$ cat src/rtl/ual_seq.sv
// ual_seq: registered ALU with single-cycle logic/arith ops and multi-cycle shift-add multiply and restoring divide
module ual_seq #(
  parameter int W = 4
) (
  input  logic           clk,
  input  logic           reset,
  input  logic           start,
  input  logic [W-1:0]   in0,
  input  logic [W-1:0]   in1,
  input  logic [2:0]     sel,
  output logic           busy,
  output logic           done,
  output logic [2*W-1:0] out,
  output logic           div_by_zero
);
  localparam int CW = $clog2(W + 1);
  typedef enum logic [1:0] {IDLE, RUN, FIN} state_t;
  state_t          state_q;
  logic [CW-1:0]   cnt_q;
  logic            div_q;
  logic [2*W-1:0]  p_q, p_d, m_q, m_d, alu;
  logic [W-1:0]    b_q, b_d;
  logic [W:0]      t;
  logic            ge;
  // Single-cycle result for ops 0-5, computed straight from the inputs at the accepting edge
  always_comb begin
    alu = sel == 3'd0 ? {{W{1'b0}}, in0} + {{W{1'b0}}, in1} :
          sel == 3'd1 ? {{W{1'b0}}, in0} - {{W{1'b0}}, in1} :
          sel == 3'd2 ? {{W{1'b0}}, in0 & in1} :
          sel == 3'd3 ? {{W{1'b0}}, in0 | in1} :
          sel == 3'd4 ? {{W{1'b0}}, in0 ^ in1} :
          sel == 3'd5 ? {{W{1'b0}}, in0} << (int'(in1) % (2 * W)) : '0;
  end
  // One iteration step: mul uses p=product, m=shifted multiplicand, b=multiplier;
  // div uses p[W-1:0]=partial remainder, m[W-1:0]=dividend shifting into quotient, b=divisor
  always_comb begin
    t   = {p_q[W-1:0], m_q[W-1]};
    ge  = t >= {1'b0, b_q};
    p_d = div_q ? {{W{1'b0}}, ge ? t[W-1:0] - b_q : t[W-1:0]} : p_q + (b_q[0] ? m_q : '0);
    m_d = div_q ? {{W{1'b0}}, m_q[W-2:0], ge} : m_q << 1;
    b_d = div_q ? b_q : b_q >> 1;
  end
  // Control FSM with registered handshake outputs; out only changes together with done
  always_ff @(posedge clk) begin
    if (reset) begin
      state_q     <= IDLE;
      busy        <= 1'b0;
      done        <= 1'b0;
      out         <= '0;
      div_by_zero <= 1'b0;
      cnt_q       <= '0;
      div_q       <= 1'b0;
      p_q         <= '0;
      m_q         <= '0;
      b_q         <= '0;
    end else begin
      done <= 1'b0;
      if (state_q != RUN && start) begin
        div_by_zero <= 1'b0;
        cnt_q       <= '0;
        div_q       <= sel[0];
        p_q         <= '0;
        m_q         <= {{W{1'b0}}, in0};
        b_q         <= in1;
        if (sel[2] && sel[1]) begin
          busy    <= 1'b1;
          state_q <= RUN;
        end else begin
          out     <= alu;
          done    <= 1'b1;
          state_q <= FIN;
        end
      end else if (state_q == RUN) begin
        p_q   <= p_d;
        m_q   <= m_d;
        b_q   <= b_d;
        cnt_q <= cnt_q + CW'(1);
        if (cnt_q == CW'(W - 1)) begin
          out         <= div_q ? {p_d[W-1:0], m_d[W-1:0]} : p_d;
          div_by_zero <= div_q && b_q == '0;
          done        <= 1'b1;
          busy        <= 1'b0;
          state_q     <= FIN;
        end
      end else begin
        state_q <= IDLE;
      end
    end
  end
endmodule

$ cat config.mk
export PLATFORM = sky130hd
export DESIGN_NAME = ual_seq
export DESIGN_NICKNAME = d
export VERILOG_FILES = /design/src/rtl/ual_seq.sv
export SDC_FILE = /design/constraint.sdc
export NUM_CORES = 1
export LEC_CHECK = 0
export CORE_MARGIN = 3
export CORE_UTILIZATION = 25
export CTS_CLUSTER_DIAMETER = 50
export DETAILED_ROUTE_END_ITERATION = 6
export PLACE_DENSITY = 0.52
export SYNTH_ARGS = -nofsm -noshare
export SYNTH_HDL_FRONTEND = slang
export SYNTH_SLANG_ARGS = --single-unit
$ cat constraint.sdc
create_clock -name clk -period 7.3 [get_ports clk]
set_input_delay 1.825 -clock clk [delete_from_list [all_inputs] [get_ports clk]]
set_output_delay 1.825 -clock clk [all_outputs]
set_load 0.01 [all_outputs]
==> qor.csv <==
metric;value;unit
status;finished, final reports clean;
core area;11100;µm²
RSZ-0062 raised after global routing;no;
DIE AREA;12900;µm²
DR iter-0 viols;170;
drc violations;0;
final antenna-violating net count;0;
vias in the first global route;2514;
die span in x;114;µm
synth unique cells;66;
post-CTS setup buffers;0;
DP HPWL;6200;µm
initial core utilization;26.1;%
Area Overhead vs Synth;16.6;%
clock slew at reported path FFs;60;ps
RD Place Congestion;0.845;
sequential fraction of the synthesis area;25.6;%
FF/Latch Area;741;µm²
largest net degree at the start of global routing;23;
Mapped Nets;409;
WP data arrival;4130;ps
share of post-route cells with drive strength above 1;6.38;%
Post-synth top flop;dfxtp_1;
total grt overflow;0;
Final min period;3910;ps
Clock Path Buffers;2;
clk_skew;9.24;ps
first-pass GRT wire length;13100;µm
VDD IR max;0.0000754;V
CP max stage delay;720;ps
cts bufs inserted;5;
Cells after Synth;364;
Slew HR;43.0;%
PortBufs;24;
post-cts resize count;0;
initial antenna violation count;0;
CP Max Fanout;11;
Row Count;38;
Synth Warn #;0;
I/O Pins;25;
Slew Viols, Final;0;
syn avg cell area;7.94;µm²
final setup vio count;0;
Root Buffer;clkbuf_16;
final hold vios;0;
startpoint types;primary input;
FFs w/ async S/R, synth;0;%
f_max;256;MHz
die height;114;µm
synthesized area;2890;µm²
FF+latch count, synth;37;
clk sinks;37;
area occupied by multi-input gates;1930;µm²
hold-fix buffer count after cts;0;
routed wire length;7990;µm
CP Class;primary input to register;
setup_tns;0;ps
final net count;420;
EDFF count, synth;0;
Worst Hold Class;register to register;
Pre-antenna DRT Iters;4;
Worst Max-Slew Pin Slew;851;ps
Req. time, crit path;7530;ps
DR vias;2601;
Pwr Density;176;nW/µm²
Inserted Diodes;0;
final hold slack;462;ps
CP Cell Sequence;clkdlybuf4s50_1 -> inv_1 -> fa_1 -> a21oi_1 -> o2111ai_1 -> o211ai_2 -> o221ai_1 -> nor2_1;
CP endpoint kind;register;
WL/cell;15.5;µm
Pleak;0.00131;µW
fillcell total;1167;
latest clock arrival within the worst-skew pair;290;ps
pre-CTS setup slack;3120;ps
MaxCap Viol Count;0;
Critical-path top delay cell;clkdlybuf4s50_1;
post-route setup slack;3390;ps
routed vias/inst;5.04;
CTS tree;done;
H-tree levels;2;
gr usage total;12.6;%
Final Cycle Share;53.5;%
## registers in the layout, indices dropped and copies added (netlist names)
signal       cells
m_q              8
out              8
p_q              8
b_q              4
cnt_q            3
state_q          2
busy             1
div_by_zero      1
div_q            1
done             1
## cells by family after synthesis
group	synth area share [%]
and+or+nand+nor	21.3
muxes	3.12
AOI/OAI and AO/OA	25.3
buffers and inverters	7.45
xor gates and xnor gates	2.73
DFF	25.6
adders and majority gates	14.5
## Yosys cell counts (all sizes together) (3+ instances only)
cell type	n	area [µm²]
nand2	31	121
xnor2	8	70.1
mux2i	9	90.1
and2	7	43.8
a22oi	9	67.6
a21oi	33	169
inv	26	100
a31oi	4	25.0
ha	27	338
nand4	6	37.5
dfxtp	37	741
o311ai	5	43.8
nand2b	8	52.6
o21ai	19	95.1
nor3	10	50.1
nor2	41	156
clkbuf	8	30.0
nand3	3	15.0
buf	13	85.1
nor2b	3	26.3
fa	4	80.1
a211oi	13	103
o211ai	3	27.5
## metal layers
layer  up-vias  track usage, %  part of all wire [%]
met3         7            1.91                   4.4
met5         -               0                     0
li1       1326               -                     -
met4         0            3.45                   1.2
met1      1203            17.8                    49
met2        65            19.9                    45
## through the flow
step	util, %	cells	cell area (µm²)	total power (µW)
finish	30.4	516	3370	595
global route	30.4	516	3370	621
CTS	30.4	516	3370	598
detailed placement	28.9	508	3200	345
global placement	28.9	508	3200	345
floorplan	-	364	2890	306
## worst paths after layout
| path | depth (start not counted) | slack, ps | endpoint | startpoint |
|---|---|---|---|---|
| worst min-delay path | 2 | 460 | p_q[4]$_SDFFE_PP0P_ | p_q[4]$_SDFFE_PP0P_ |
| worst max register to register | 10 | 4570 | out[6]$_SDFFE_PP0P_ | b_q[0]$_SDFFE_PP0P_ |
| worst min register to register | 2 | 460 | p_q[4]$_SDFFE_PP0P_ | p_q[4]$_SDFFE_PP0P_ |
| worst max-delay path | 8 | 3390 | out[7]$_SDFFE_PP0P_ | in1[1] |
## critical path, delay by kind of cell
| family | cells | cell delay, ps |
|---|---|---|
| buf+inv | 2 | 960 |
| simple gates | 1 | 100 |
| compound gates | 4 | 770 |
| fa+ha+maj | 1 | 470 |
## layout by cell type (no fill, tap or decap), drive strengths merged, types with 3 or more instances in the layout
cell type	Yosys	routed
ha	27	27
inv	26	26
a211oi	13	13
mux2i	9	9
o211ai	3	3
nor3	10	10
nand2b	8	8
nand2	31	31
xnor2	8	8
o311ai	5	5
a22oi	9	9
clkbuf	8	7
nand3	3	3
o21ai	19	19
fa	4	4
nor2	41	41
clkdlybuf4s50	0	24
dfxtp	37	37
a21oi	33	33
nand4	6	6
and2	7	7
a31oi	4	4
nor2b	3	3
## report_power, final
group / leakage (µW) / switching [µW] / internal (µW)
clock: 0.0000841 / 82.1 / 171
sequential: 0.000302 / 10.1 / 211
combinational: 0.000921 / 71.3 / 49.3
## layout make-up
type / count / share of cell area, %
clock inverter: 1 / 0.891
sequential: 37 / 22.0
multi-input combinational: 280 / 57.4
clock buffer: 7 / 4.23
inverter: 26 / 2.97
tap: 140 / 5.20
timing repair buffer: 25 / 7.35
Note: power is estimated with default switching activity, not from simulation.
